File: src/rtl/mem_port_master.sv
// Load/store unit that turns one CPU byte/half/word request into accesses on a
// word-wide data memory; sub-word stores use a read-modify-write sequence.
module mem_port_master #(
    parameter int ADDR_WIDTH = 10
) (
    input  logic        clk,
    input  logic        rst_n,
    input  logic        req_valid,
    output logic        req_ready,
    input  logic        req_we,
    input  logic [1:0]  req_size,
    input  logic        req_signed,
    input  logic [31:0] req_addr,
    input  logic [31:0] req_wdata,
    output logic        resp_valid,
    input  logic        resp_ready,
    output logic [31:0] resp_rdata,
    output logic        resp_err,
    output logic [31:0] mem_addr,
    output logic        mem_regWrEn,
    output logic [31:0] mem_dataIn,
    input  logic [31:0] mem_dataOut
);

    // Handshakes: a transfer happens on a rising edge where valid && ready.
    // req_ready is high only in IDLE; resp_valid is high only in RESP and the
    // response is held until resp_ready.
    localparam logic [1:0] S_IDLE  = 2'd0;
    localparam logic [1:0] S_READ  = 2'd1;
    localparam logic [1:0] S_WRITE = 2'd2;
    localparam logic [1:0] S_RESP  = 2'd3;

    logic [1:0]  state_q,  state_d;
    logic        we_q,     we_d;
    logic [1:0]  size_q,   size_d;
    logic        signed_q, signed_d;
    logic [1:0]  off_q,    off_d;
    logic [29:0] waddr_q,  waddr_d;
    logic [31:0] wdata_q,  wdata_d;
    logic [31:0] rbuf_q,   rbuf_d;
    logic        err_q,    err_d;

    logic        accept;
    logic        req_err;
    logic [31:0] shifted;
    logic [31:0] load_val;
    logic [31:0] merged;

    assign req_ready = (state_q == S_IDLE) && rst_n;
    assign accept    = req_valid && req_ready;

    assign req_err = (req_size == 2'b11)
                  || ((req_size == 2'b01) && req_addr[0])
                  || ((req_size == 2'b10) && (req_addr[1:0] != 2'b00))
                  || ((req_addr[31:2] >> ADDR_WIDTH) != 30'd0);

    always_comb begin
        state_d  = state_q;
        we_d     = we_q;
        size_d   = size_q;
        signed_d = signed_q;
        off_d    = off_q;
        waddr_d  = waddr_q;
        wdata_d  = wdata_q;
        rbuf_d   = rbuf_q;
        err_d    = err_q;
        case (state_q)
            S_IDLE: begin
                if (accept) begin
                    we_d     = req_we;
                    size_d   = req_size;
                    signed_d = req_signed;
                    off_d    = req_addr[1:0];
                    waddr_d  = req_addr[31:2];
                    wdata_d  = req_wdata;
                    err_d    = req_err;
                    if (req_err)
                        state_d = S_RESP;
                    else if (req_we && (req_size == 2'b10))
                        state_d = S_WRITE;
                    else
                        state_d = S_READ;
                end
            end
            S_READ: begin
                rbuf_d  = mem_dataOut;
                state_d = we_q ? S_WRITE : S_RESP;
            end
            S_WRITE: state_d = S_RESP;
            default: begin
                if (resp_ready)
                    state_d = S_IDLE;
            end
        endcase
    end

    // Load lane extraction and store lane merge, both little-endian.
    always_comb begin
        shifted = rbuf_q >> {off_q, 3'b000};
        case (size_q)
            2'b00:   load_val = {{24{signed_q & shifted[7]}}, shifted[7:0]};
            2'b01:   load_val = {{16{signed_q & shifted[15]}}, shifted[15:0]};
            default: load_val = shifted;
        endcase
        merged = rbuf_q;
        case (size_q)
            2'b00:   merged[{off_q, 3'b000} +: 8]      = wdata_q[7:0];
            2'b01:   merged[{off_q[1], 4'b0000} +: 16] = wdata_q[15:0];
            default: merged = wdata_q;
        endcase
    end

    assign mem_regWrEn = (state_q == S_WRITE);
    assign mem_addr    = {2'b00, waddr_q};
    assign mem_dataIn  = (state_q == S_WRITE) ? merged : 32'd0;
    assign resp_valid  = (state_q == S_RESP);
    assign resp_err    = (state_q == S_RESP) && err_q;
    assign resp_rdata  = ((state_q == S_RESP) && !we_q && !err_q) ? load_val : 32'd0;

    always_ff @(posedge clk or negedge rst_n) begin
        if (!rst_n) begin
            state_q  <= S_IDLE;
            we_q     <= 1'b0;
            size_q   <= 2'b00;
            signed_q <= 1'b0;
            off_q    <= 2'b00;
            waddr_q  <= 30'd0;
            wdata_q  <= 32'd0;
            rbuf_q   <= 32'd0;
            err_q    <= 1'b0;
        end else begin
            state_q  <= state_d;
            we_q     <= we_d;
            size_q   <= size_d;
            signed_q <= signed_d;
            off_q    <= off_d;
            waddr_q  <= waddr_d;
            wdata_q  <= wdata_d;
            rbuf_q   <= rbuf_d;
            err_q    <= err_d;
        end
    end

endmodule
File: config.mk
export PLATFORM = sky130hd
export DESIGN_NAME = mem_port_master
export DESIGN_NICKNAME = d
export VERILOG_FILES = /design/src/rtl/mem_port_master.sv
export SDC_FILE = /design/constraint.sdc
export NUM_CORES = 1
export LEC_CHECK = 0
export BUFFER_PORTS_ARGS = -buffer_cell sky130_fd_sc_hd__buf_2
export CELL_PAD_IN_SITES_DETAIL_PLACEMENT = 0
export CELL_PAD_IN_SITES_GLOBAL_PLACEMENT = 2
export CORE_MARGIN = 1.5
export CORE_UTILIZATION = 30
export CTS_BUF_LIST = sky130_fd_sc_hd__clkbuf_4
export CTS_CLUSTER_SIZE = 10
export DETAILED_ROUTE_END_ITERATION = 8
export GPL_ROUTABILITY_DRIVEN = 0
export MAX_ROUTING_LAYER = met4
export PLACE_DENSITY = 0.84
export SYNTH_ARGS = -nofsm -noshare
export SYNTH_HDL_FRONTEND = slang
export SYNTH_SLANG_ARGS = --single-unit
export TNS_END_PERCENT = 50
File: constraint.sdc
create_clock -name clk -period 6.2 [get_ports clk]
set_input_delay 0 -clock clk [delete_from_list [all_inputs] [get_ports clk]]
set_output_delay 0 -clock clk [all_outputs]
set_load 0.005 [all_outputs]
# Word-level counts from Yosys, hierarchy flattened
# Index checks and enable logic that the tools add are counted.
# Widths: inputs -> output; s select.
# word_totals
reg_bits,103
input_bits,104
output_inout_bits,100
elab_cells,58
# classes
addsub,2
n_eq_ne,8
n_shift,5
mux,12
bitwise,2
reduce_logical,20
# ops
operator,n
$pmux 32 s2,2
$bwmux 32,2
$mux 32,2
$shift 16x7->32 const A,1
$shift 8x7->32 const A,1
$shiftx 16x7->32,1
$shiftx 8x7->32,1
$shr 32x5->32,1
$reduce_bool 30->1,1
$neg 5->7,2
$eq 2x2->1 const B,4
$logic_and 1x1->1,8
$mux 2,4
$eq 2x1->1 const B,3
$pmux 2 s3,1
$logic_not 2->1,2
$reduce_and 2->1,2
$reduce_bool 4->1,1
$logic_or 1x1->1,3
$and 1x1->1,2
$logic_not 1->1,2
$ne 2x2->1 const B,1
$reduce_bool 2->1,1
$mux 1,1

# Longest topological paths before layout
# Gate-level depths: netlist of the first run.
# depth
depth_word,8
depth_mapped,11
depth_no_buf,6

# Least setup slack after synthesis of the first run
# No wires, ideal clock.
# synth_timing
path_type,register to output
start,register off_q[0]
end,output port mem_dataIn[25]
arrival_ns,2.724
required_time_ns,6.200
slack_ns,3.476
path_stages_with_launch,12
n_path_buf,5
cell_sequence,dfrtp_1 buf_6 clkbuf_1 buf_2 buf_2 inv_1 ha_1 and3b_1 clkbuf_1 a221oi_1 a211o_1 a21boi_0
# synth_via
elab_chain_len,5
elab_cells_between_ends,6
classes_between,add/sub: 1; shift: 2; mux: 3
# synth_lines
item,line,source
"start, declared",37,"logic [1:0] off_q, off_d;"
"start signal, assigned",126,off_q <= 2'b00;
"start signal, assigned",136,off_q <= off_d;
$neg 5->7 *,107,"2'b00: merged[{off_q, 3'b000} +: 8] = wdata_q[7:0];"
$shiftx 8x7->32 or $shift 8x7->32 (tied branches),107,
$bwmux 32 *,107,
$pmux 32 s2 *,106,case (size_q)
$mux 32 *,115,assign mem_dataIn = (state_q == S_WRITE) ? merged : 32'd0;
"end, declared",21,"output logic [31:0] mem_dataIn,"
# Mark *: on every way between the ends. The rest lies on a longest branch, timed or not.

# Final worst setup path of the first run
# layout_timing
start,register off_q[0]
end,output port mem_dataIn[7]
# The elaborated chain is that of the path after synthesis.

==> out/qor.txt, run 1 <==
status - complete, no violations
initial antenna violation count - 0
Cell variety after synth - 50
post-synthesis register bit count - 103
core area - 0.0197 sq mm
Final Critical Period - 3.17 ns
H-tree level count - 3
async set or reset register ratio after synthesis - 1.00
Post-CTS Repair Setup Buffers - 0
Longest Clk Path Bufs - 2
Routed Antenna Nets - 0
clock root buffer - clkbuf_4
routing usage on met3 - 0.0403
period utilisation layout - 0.511
Die Wd - 145 um
final setup violation count - 0
Top FF cell, synth - dfrtp_1
CP Capture Type - output pin
slew margin rel. - 0.292
die area - 0.0211 sq mm
routed vias - 5649
peak supply drop - 0.256 mV
clk_lat worst skew - 0.49 ns
Worst Clk Skew - 0.0183 ns
Core Util, Final - 0.431
Crit. Startpoint - off_q[0]
Leak - 3.96 nW
Startpoint Class - flop
share of cells above drive strength 1 - 0.400
Total Routing Usage GR - 0.210
PnR Total Power - 4.02 mW
First-pass DRT Iterations - 5
CTS buffer count - 9
worst min-delay path class - in2async
f_max - 316 MHz
Iter 0 DRT Violations - 363
RSZ-0062 raised after global routing - no
initial core utilization - 0.309
setup TNS - 0 ns
fin. max-slew vios - 0
Pwr Density - 475 mW/mm^2
CTS tree - yes
Avg Inst Size Synth - 11.1 sq um
M2 GR Usage - 0.343
measured slew at the worst slew-check pin - 1.06 ns
number of global-route vias before repair - 5916
yosys warns - 0
final hold violation count - 0
Clock Pin Slew Worst Setup and Hold Paths - 0.17 ns
DIE HEIGHT - 145 um
Layout Area Growth over Synthesis - 39.6%
Gates resized, CTS repair - 0
port buffer count - 201
DRC viols - 0
synthesized cell area - 0.00607 sq mm
Site Rows - 51
CP Data Required Time - 6.20 ns
routed wire length - 21500 um
drt via density - 5.16
ANT cells - 0
busiest grt layer - met2
number of synthesized flops with an enable pin - 0
Final #Nets - 938
sequential-to-total area share from yosys stat - 0.425
synthesized instance count - 548
clk sink count - 103
hpwl dp - 14800 um
GR Layer Usage met1 - 0.267
Worst R2R Start - state_q[0]
Crit Path Category - reg2out
largest net degree at the start of global routing - 73
I/O pin count - 204
number of max-cap violations - 0
gr ovfl total - 0
CP Max Fanout - 45
first-pass GRT wire length - 33500 um
WL per Instance - 19.6 um
Critical Path AT - 3.17 ns
## what timing repair did
| item | CTS | global route |
|---|---|---|
| hold buffers | 104 | 0 |
| hold endpoints to repair | 156 | 0 |
| setup endpoints to repair | 0 | 0 |
## stage by stage
stage          hold slack [ns]  setup slack (ns)  instance area [sq um]  std cells
6_report                0.0607              3.03                   8470       1095
5_1_grt                 0.0824              2.70                   8470       1095
4_1_cts                 0.0473              3.00                   8470       1095
3_5_place_dp             0.109              3.58                   7280        975
3_3_place_gp            0.0976              3.61                   7280        975
2_1_floorplan           -0.296              3.48                   6070        549
## area by class of cell
cell class / instances / area, sq um
flip-flops and latches: 103 / 2580
repair buffers: 312 / 2100
fillers: 1950 / 11200
inverters: 9 / 33.8
clock inverters: 7 / 86.3
well taps: 265 / 332
clock buffers: 9 / 67.6
multi-input cells: 390 / 3270
## cells in the mapped netlist, types with 3 or more instances
cell type  count  area, sq um
a211oi_1      15          113
a22o_1         7         61.3
nor2b_1       29          181
o21ai_0       10         50.1
nor2_1        12         45.0
a221oi_1      11         96.3
buf_1          9         33.8
mux2_2        99         1110
a21o_1         8         60.1
a22oi_1       12         90.1
nand4_1        3         18.8
a21boi_0      10         75.1
clkbuf_1      28          105
a21oi_1       27          135
nand3_1        6         30.0
mux2i_1       34          340
inv_1          9         33.8
nand2_1       21         78.8
buf_2          6         30.0
a222oi_1       5         50.1
nor4_1         6         37.5
o221ai_1       9         78.8
a211o_1        5         43.8
nor3_1         3         15.0
ha_1           9          113
o2bb2ai_1      7         61.3
and3b_1        3         26.3
dfrtp_1      103         2580
nand2b_1       4         25.0
a221o_1       12          120
## routing by layer
layer,vias to the layer above,wire (um)
li1,2631,-
met1,2773,9450
met2,220,10500
met3,25,1200
met4,0,351
met5,-,0
## kinds of logic (layout without fill, tap and decap cells)
family	Yosys count	in the layout	share of synthesized area
AO/OA/AOI/OAI	147	147	0.183
adder cells (fa/ha/maj)	9	9	0.0186
buffers and inverters	56	337	0.0386
flip-flops	103	103	0.425
multiplexers	134	134	0.244
other	1	2	0.000618
AND/OR/NAND/NOR	98	98	0.0910
## worst paths after layout
check / endpoint / slack (ns) / cells past startpoint
worst max-delay path: mem_dataIn[7] / 3.03 / 8
worst min-delay path: waddr_q[22] / 0.06 / 2
worst max register to register: state_q[0] / 3.10 / 7
worst min register to register: waddr_q[29] / 0.52 / 1
max in group asynchronous: wdata_q[27] / 4.98 / 3
min in group clk: waddr_q[6] / 0.24 / 3
## layout by cell type, fill, tap and decap left out, drive strengths merged, types with 10 or more instances in the layout
cell type	synthesis	layout
o21ai	10	10
buf	18	208
nor2b	29	29
mux2	99	99
inv	9	13
nor2	12	12
mux2i	34	34
a21oi	27	27
a211oi	15	15
a21boi	10	10
a22oi	12	12
dlygate4sd3	0	104
a221oi	11	11
dfrtp	103	103
nand2	21	21
a221o	12	12
## where the power goes
part	leakage (nW)	switching [mW]	internal, mW
clock network	0.0810	0.256	0.132
registers	1.22	0.437	1.01
logic	2.66	1.10	1.09
## state kept, by name, summed over array words and instances, names as in the netlist
register,cells
signed_q,1
waddr_q,30
state_q,2
err_q,1
we_q,1
size_q,2
wdata_q,32
off_q,2
rbuf_q,32
## worst max-delay path, stage by stage (launching register included)
cell,delay [ns]
dfrtp_1,0.37
buf_4,0.46
inv_1,0.17
ha_1,0.42
nor3b_2,0.53
nand3_1,0.14
a32oi_1,0.19
o221a_2,0.25
buf_2,0.13
(Power assumes the default switching activity.)
==> run 2, diff against run 1 <==
==> constraint.sdc (replaced) <==
create_clock -name clk -period 3.2 [get_ports clk]
set_input_delay 0 -clock clk [delete_from_list [all_inputs] [get_ports clk]]
set_output_delay 0 -clock clk [all_outputs]
set_load 0.005 [all_outputs]
==> out/qor.txt, run 2 (same netlist as run 1, synthesis figures left out) <==
measured slew at the worst slew-check pin - 0.921 ns (was 1.06 ns)
CP Data Required Time - 3.20 ns (was 6.20 ns)
status - complete, no violations (unchanged)
biggest regs - rbuf_q (32), wdata_q (32), waddr_q (30) (unchanged)
Die Wd - 145 um (unchanged)
Critical Path AT - 2.97 ns (was 3.17 ns)
Layout Area Growth over Synthesis - 40.3% (was 39.6%)
clk sink count - 103 (unchanged)
number of global-route vias before repair - 5993 (was 5916)
CTS buffer count - 9 (unchanged)
drt via density - 5.20 (was 5.16)
routed wire length - 21800 um (was 21500 um)
worst min-delay path class - in2reg (was in2async)
CTS tree - yes (unchanged)
core area - 0.0197 sq mm (unchanged)
first-pass GRT wire length - 34100 um (was 33500 um)
RSZ-0062 raised after global routing - no (unchanged)
f_max - 337 MHz
die area - 0.0211 sq mm (unchanged)
switching share of power - 0.449 (was 0.445)
port buffer count - 201 (unchanged)
RR Endpoint - state_q[0] (unchanged)
share of cells above drive strength 1 - 0.405 (was 0.400)
final hold violation count - 0 (unchanged)
Clock power frac - 0.086 (was 0.096)
DP Area - 0.00730 sq mm (was 0.00728 sq mm)
Worst Clk Skew - 0.0299 ns (was 0.0183 ns)
peak supply drop - 0.381 mV (was 0.256 mV)
hold-critical path depth - 3
Leak - 3.97 nW (was 3.96 nW)
DIE HEIGHT - 145 um (unchanged)
combinational power share - 0.548 (was 0.544)
DP Worst Slack - 0.703 ns (was 3.58 ns)
Site Rows - 51 (unchanged)
CP Capture Type - output pin (unchanged)
Pint - 4.27 mW (was 2.23 mW)
Clock Pin Slew Worst Setup and Hold Paths - 0.19 ns (was 0.17 ns)
First-pass DRT Iterations - 6 (was 5)
Crit Path Category - reg2out (unchanged)
H-tree level count - 3 (unchanged)
largest net degree at the start of global routing - 71 (was 73)
Routed Antenna Nets - 0 (unchanged)
most frequent cells in the layout - 200 x buf_2, 105 x dlygate4sd3_1, 101 x dfrtp_1 (was 200 x buf_2, 104 x dlygate4sd3_1, 102 x dfrtp_1)
Max stage delay on crit path - 0.67 ns (was 0.53 ns)
hold endpoint - waddr_q[4]
Final Critical Period - 2.97 ns
Iter 0 DRT Violations - 442 (was 363)
WL per Instance - 19.8 um (was 19.6 um)
period utilisation layout - 0.928
Total Routing Usage GR - 0.215 (was 0.210)
Pwr Density - 909 mW/mm^2 (was 475 mW/mm^2)
min setup slack post-route - 0.230 ns (was 3.03 ns)
R2R setup slack - 0.47 ns (was 3.10 ns)
gr ovfl total - 0 (unchanged)
cells along the critical path - ha_1, or3b_2, nand3b_1, nor2_2, a21o_1, buf_2 (was buf_4, inv_1, ha_1, nor3b_2, nand3_1, a32oi_1, o221a_2, buf_2)
commonest non-fill, non-tap cell in the layout - buf_2 (unchanged)
critical hold path startpoint - req_addr[6]
Post-Layout Cell Count - 1100 (was 1095)
Cells after DPL - 977 (was 975)
Longest Clk Path Bufs - 2 (unchanged)
I/O pin count - 204 (unchanged)
Worst R2R Path Depth - 7 (unchanged)
Switch Pwr - 3.48 mW (was 1.79 mW)
clk_lat worst skew - 0.50 ns (was 0.49 ns)
CP Max Fanout - 19 (was 45)
Post-CTS Repair Setup Buffers - 0 (unchanged)
DRC viols - 0 (unchanged)
setup TNS - 0 ns (unchanged)
Worst path slowest cell - or3b_2 (was nor3b_2)
Core Util, Final - 0.433 (was 0.431)
cell area after layout - 0.00851 sq mm (was 0.00847 sq mm)
initial antenna violation count - 1 (was 0)
sequential group share of total power - 0.366 (was 0.360)
Startpoint Class - flop (unchanged)
Hold Slack - 0.244 ns (was 0.0607 ns)
PnR Total Power - 7.74 mW (was 4.02 mW)
Worst R2R Start - state_q[1] (was state_q[0])
Final #Nets - 942 (was 938)
fin. max-slew vios - 0 (unchanged)
slew margin rel. - 0.386 (was 0.292)
routed vias - 5724 (was 5649)
number of max-cap violations - 0 (unchanged)
clock root buffer - clkbuf_4 (unchanged)
hpwl dp - 15000 um (was 14800 um)
initial core utilization - 0.309 (unchanged)
final setup violation count - 0 (unchanged)
==> run 2: cell count changes in the layout (fill, tap and decap cells not counted), sizes merged <==
| cell | before | now |
|---|---|---|
| buf | 208 | 211 |
| bufinv | 1 | 0 |
| clkbuf | 9 | 10 |
| clkinv | 1 | 3 |
| clkinvlp | 1 | 2 |
| diode | 0 | 1 |
| dlygate4sd3 | 104 | 105 |
| inv | 13 | 10 |
==> run 2: worst max-delay path by stage <==
| stage | startpoint | end | cells after the start | slack [ns] |
|---|---|---|---|---|
| finish | state_q[1] | resp_rdata[31] | 6 | 0.23 |
| global route | off_q[1] | mem_dataIn[24] | 7 | 0.03 |
| CTS | state_q[0] | resp_rdata[28] | 6 | 0.09 |
| detailed placement | state_q[1] | resp_rdata[28] | 6 | 0.70 |
| global placement | state_q[0] | resp_rdata[28] | 6 | 0.74 |
| floorplan | off_q[0] | mem_dataIn[25] | 11 | 0.48 |
==> run 2: metal layers <==
| metal | up-vias | track usage | share of wire |
|---|---|---|---|
| met5 | - | - | 0 |
| met4 | 0 | 0.0510 | 0.017 |
| met3 | 24 | 0.0396 | 0.046 |
| met2 | 198 | 0.359 | 0.49 |
| met1 | 2857 | 0.268 | 0.44 |
| li1 | 2645 | - | - |
==> run 2: timing repair <==
item / CTS / global route
resized for setup: 0 / 3
hold buffers: 106 / 0
hold endpoints to repair: 137 / 0
endpoints found under the setup margin: 0 / 12
==> run 2: worst max-delay path, delay by kind of cell, from the launching register on <==
kind | cells | cell delay, ns
buffers and inverters | 1 | 0.11
AND/OR/NAND/NOR | 3 | 1.54
adder cells (fa/ha/maj) | 1 | 0.21
AO/OA/AOI/OAI | 1 | 0.17
flip-flops | 1 | 0.43
==> run 2: final cells by class <==
type	count	area (sq um)
timing repair buffer	316	2160
fill	1962	11100
clock buffer	10	75.1
multi-input combinational	390	3270
tap	265	332
antenna	1	2.50
clock inverter	6	53.8
inverter	9	37.5
sequential	103	2580
==> run 2: power groups by stage <==
stage	clock network (mW)	registers (mW)	logic [mW]
detailed placement	0	2.84	4.11
CTS	0.699	2.81	4.25
floorplan	0	2.43	2.95
global route	0.751	2.92	4.67
finish	0.668	2.83	4.24
global placement	0	2.82	4.09
==> run 3, diff against run 2 <==
--- a/config.mk
+++ b/config.mk
@@ -5,17 +5,19 @@
 export SDC_FILE = /design/constraint.sdc
 export NUM_CORES = 1
 export LEC_CHECK = 0
+export ABC_AREA = 1
 export BUFFER_PORTS_ARGS = -buffer_cell sky130_fd_sc_hd__buf_2
 export CELL_PAD_IN_SITES_DETAIL_PLACEMENT = 0
 export CELL_PAD_IN_SITES_GLOBAL_PLACEMENT = 2
 export CORE_MARGIN = 1.5
-export CORE_UTILIZATION = 30
+export CORE_UTILIZATION = 28
 export CTS_BUF_LIST = sky130_fd_sc_hd__clkbuf_4
 export CTS_CLUSTER_SIZE = 10
 export DETAILED_ROUTE_END_ITERATION = 8
 export GPL_ROUTABILITY_DRIVEN = 0
 export MAX_ROUTING_LAYER = met4
-export PLACE_DENSITY = 0.84
+export PLACE_DENSITY = 0.9
+export SLEW_MARGIN = 20
 export SYNTH_ARGS = -nofsm -noshare
 export SYNTH_HDL_FRONTEND = slang
 export SYNTH_SLANG_ARGS = --single-unit
==> out/qor.txt, run 3 <==
Avg Inst Size Synth - 6.94 sq um (was 11.1 sq um)
Top FF cell, synth - dfrtp_1 (unchanged)
sequential group share of total power - 0.339 (was 0.366)
adder and majority cell fraction of the synthesized area - 0.0182 (was 0.0186)
post-synthesis mux area share - 0 (was 0.244)
Iter 0 DRT Violations - 388 (was 442)
period utilisation layout - 0.848 (was 0.928)
Total Routing Usage GR - 0.217 (was 0.215)
CTS tree - yes (unchanged)
f_max - 368 MHz (was 337 MHz)
Die Wd - 152 um (was 145 um)
async set or reset register ratio after synthesis - 1.00 (unchanged)
synth top area cells - dfrtp_1 42%, nand2_1 20%, o21ai_0 9.6%, a21oi_1 6.6%, inv_1 5.0% (was dfrtp_1 42%, mux2_2 18%, mux2i_1 5.6%, nor2b_1 3.0%, a21oi_1 2.2%)
worst min-delay path class - in2async (was in2reg)
gr ovfl total - 0 (unchanged)
share of cells above drive strength 1 - 0.217 (was 0.405)
I/O pin count - 204 (unchanged)
Worst Clk Skew - 0.00893 ns (was 0.0299 ns)
Synth top cells by count - 324 x nand2_1, 119 x o21ai_0, 103 x dfrtp_1 (was 103 x dfrtp_1, 99 x mux2_2, 34 x mux2i_1)
final setup violation count - 0 (unchanged)
measured slew at the worst slew-check pin - 0.899 ns (was 0.921 ns)
PnR Total Power - 7.37 mW (was 7.74 mW)
Synth Area in Compound Gates - 0.221 (was 0.183)
R2R setup slack - 1.16 ns (was 0.47 ns)
Detail Route met2 WL - 10700 um (was 10800 um)
wl on met1 - 10600 um (was 9680 um)
Crit Path Category - reg2out (unchanged)
Cell variety after synth - 32 (was 50)
switching share of power - 0.510 (was 0.449)
clk_lat worst skew - 0.48 ns (was 0.50 ns)
most frequent cells in the layout - 323 x nand2_1, 200 x buf_2, 119 x o21ai_0 (was 200 x buf_2, 105 x dlygate4sd3_1, 101 x dfrtp_1)
hpwl dp - 17900 um (was 15000 um)
WL per Instance - 16.4 um (was 19.8 um)
simple-gate share of the synthesized area - 0.248 (was 0.0910)
number of max-cap violations - 0 (unchanged)
Worst path most repeated cell - o211ai_1
DRC viols - 0 (unchanged)
Bufs and invs on worst path - 2 (was 1)
Worst R2R Path Depth - 10 (was 7)
setup TNS - 0 ns (unchanged)
clk sink count - 103 (unchanged)
Max stage delay on crit path - 0.46 ns (was 0.67 ns)
H-tree level count - 3 (unchanged)
Final #Nets - 1280 (was 942)
sequential-to-total area share from yosys stat - 0.417 (was 0.425)
drt via density - 4.74 (was 5.20)
peak supply drop - 0.306 mV (was 0.381 mV)
largest area contributor in the netlist - dfrtp_1 (unchanged)
biggest regs - rbuf_q (32), wdata_q (32), waddr_q (30) (unchanged)
post-synthesis register bit count - 103 (unchanged)
largest family of logic cells by synthesized area - simple AND/OR/NAND/NOR gates (was multiplexers)
RR Endpoint - state_q[1] (was state_q[0])
initial antenna violation count - 2 (was 1)
CP delay by family, top - simple AND/OR/NAND/NOR gates (unchanged)
Pwr Density - 859 mW/mm^2 (was 909 mW/mm^2)
most frequent cell after synthesis - nand2_1 (was dfrtp_1)
yosys warns - 0 (unchanged)
RSZ-0062 raised after global routing - no (unchanged)
Worst R2R Start - state_q[0] (was state_q[1])
largest net degree at the start of global routing - 70 (was 71)
CP Capture Type - output pin (unchanged)
initial core utilization - 0.284 (was 0.309)
DIE HEIGHT - 152 um (was 145 um)
number of global-route vias before repair - 6529 (was 5993)
port buffer count - 201 (unchanged)
Synth Area in XOR/XNOR - 0 (unchanged)
combinational power share - 0.565 (was 0.548)
Worst path slowest cell - nor2_1 (was or3b_2)
number of synthesized flops with an enable pin - 0 (unchanged)
fill cell total of the finished layout - 2357 (was 1962)
CP Max Fanout - 22 (was 19)
slew margin rel. - 0.401 (was 0.386)
routed wire length - 23800 um (was 21800 um)
Layout Area Growth over Synthesis - 39.0% (was 40.3%)
Critical Path AT - 2.71 ns (was 2.97 ns)
clock root buffer - clkbuf_4 (unchanged)
synthesized cell area - 0.00618 sq mm (was 0.00607 sq mm)
Pint - 3.61 mW (was 4.27 mW)
Longest Clk Path Bufs - 2 (unchanged)
max layer used - met4 (unchanged)
status - complete, no violations (unchanged)
Site Rows - 54 (was 51)
Final Critical Period - 2.71 ns (was 2.97 ns)
Routed Antenna Nets - 0 (unchanged)
core area - 0.0218 sq mm (was 0.0197 sq mm)
fin. max-slew vios - 0 (unchanged)
Clock Pin Slew Worst Setup and Hold Paths - 0.16 ns (was 0.19 ns)
Startpoint Class - flop (unchanged)
Clock power frac - 0.096 (was 0.086)
die area - 0.0230 sq mm (was 0.0211 sq mm)
routed length on met3 - 1690 um (was 1010 um)
First-pass DRT Iterations - 5 (was 6)
CP Data Required Time - 3.20 ns (about the same)
Switch Pwr - 3.76 mW (was 3.48 mW)
cells along the critical path - inv_2, ha_1, nor2_1, nand3_1, o211ai_1, o211ai_1, a21oi_1, buf_2 (was ha_1, or3b_2, nand3b_1, nor2_2, a21o_1, buf_2)
routed vias - 6896 (was 5724)
Leak - 4.42 nW (was 3.97 nW)
Synth top area share - 0.417 (was 0.425)
synthesized instance count - 890 (was 548)
final hold violation count - 0 (unchanged)
Post-CTS Repair Setup Buffers - 0 (unchanged)
commonest non-fill, non-tap cell in the layout - nand2_1 (was buf_2)
first-pass GRT wire length - 36500 um (was 34100 um)
CTS buffer count - 9 (unchanged)
## run 3: cell types whose count changed in the layout (fill, tap and decap cells not counted), moves of 24 or more
| cell | previous run | this run |
|---|---|---|
| nor2b_1 | 29 | 0 |
| mux2i_1 | 34 | 0 |
| mux2_2 | 99 | 0 |
| a21oi_1 | 27 | 81 |
| nand2_1 | 21 | 323 |
| inv_1 | 8 | 83 |
| o21ai_0 | 10 | 119 |
| o211ai_1 | 2 | 26 |
## run 3: final cells by class
| cell class | count | area, sq um | area share |
|---|---|---|---|
| inverters | 90 | 338 | 0.0394 |
| clock inverters | 6 | 58.8 | 0.00685 |
| repair buffers | 318 | 2160 | 0.251 |
| diodes | 2 | 5.00 | 0.000583 |
| clock buffers | 10 | 75.1 | 0.00875 |
| flip-flops and latches | 103 | 2580 | 0.300 |
| well taps | 280 | 350 | 0.0408 |
| multi-input cells | 645 | 3020 | 0.352 |
## run 3: power by group through the flow
stage | logic (mW) | registers [mW] | clock network [mW]
after floorplan | 2.64 | 2.31 | 0
after global placement | 4.05 | 2.50 | 0
after detailed placement | 4.05 | 2.50 | 0
after CTS | 4.16 | 2.49 | 0.742
after global routing | 4.70 | 2.57 | 0.791
final | 4.17 | 2.50 | 0.708
## run 3: worst min-delay path: stages
cell and delay, ns:
dlygate4sd3_1 0.52, buf_4 0.14, buf_4 0.38
## run 3: worst max path at each step
stage,startpoint,to,slack [ns],cells after the start
2_1_floorplan,off_q[1],mem_dataIn[4],1.08,10
3_3_place_gp,off_q[0],mem_dataIn[0],1.07,8
3_5_place_dp,off_q[0],mem_dataIn[0],1.08,8
4_1_cts,off_q[0],mem_dataIn[0],0.48,8
5_1_grt,off_q[0],mem_dataIn[6],0.24,8
6_report,off_q[0],mem_dataIn[5],0.49,8
## run 3: cell families (layout without fill, tap and decap cells)
| group | count (synthesis) | in the layout |
|---|---|---|
| other cells | 1 | 4 |
| simple gates | 387 | 387 |
| compound gates | 247 | 247 |
| flops | 103 | 103 |
| buf+inv | 143 | 424 |
| fa+ha+maj | 9 | 9 |
## run 3: metrics by stage
stage	instances	util	instance area (sq um)	setup WS, ns	hold slack [ns]
3_3_place_gp	1333	0.341	7410	1.07	-0.182
3_5_place_dp	1333	0.341	7410	1.08	-0.182
2_1_floorplan	891	-	6180	1.08	-0.296
6_report	1454	0.395	8580	0.485	0.112
5_1_grt	1454	0.395	8580	0.237	0.133
4_1_cts	1452	0.394	8580	0.479	0.105
## run 3: metal layers
metal,up-vias,GRT usage
li1,3426,-
met4,0,0.0904
met3,43,0.0365
met2,300,0.332
met5,-,-
met1,3127,0.286
## run 3: repair_timing
item,4_1_cts,5_1_grt
resized for setup,0,0
hold buffers,103,0
endpoints found under the hold margin,206,0
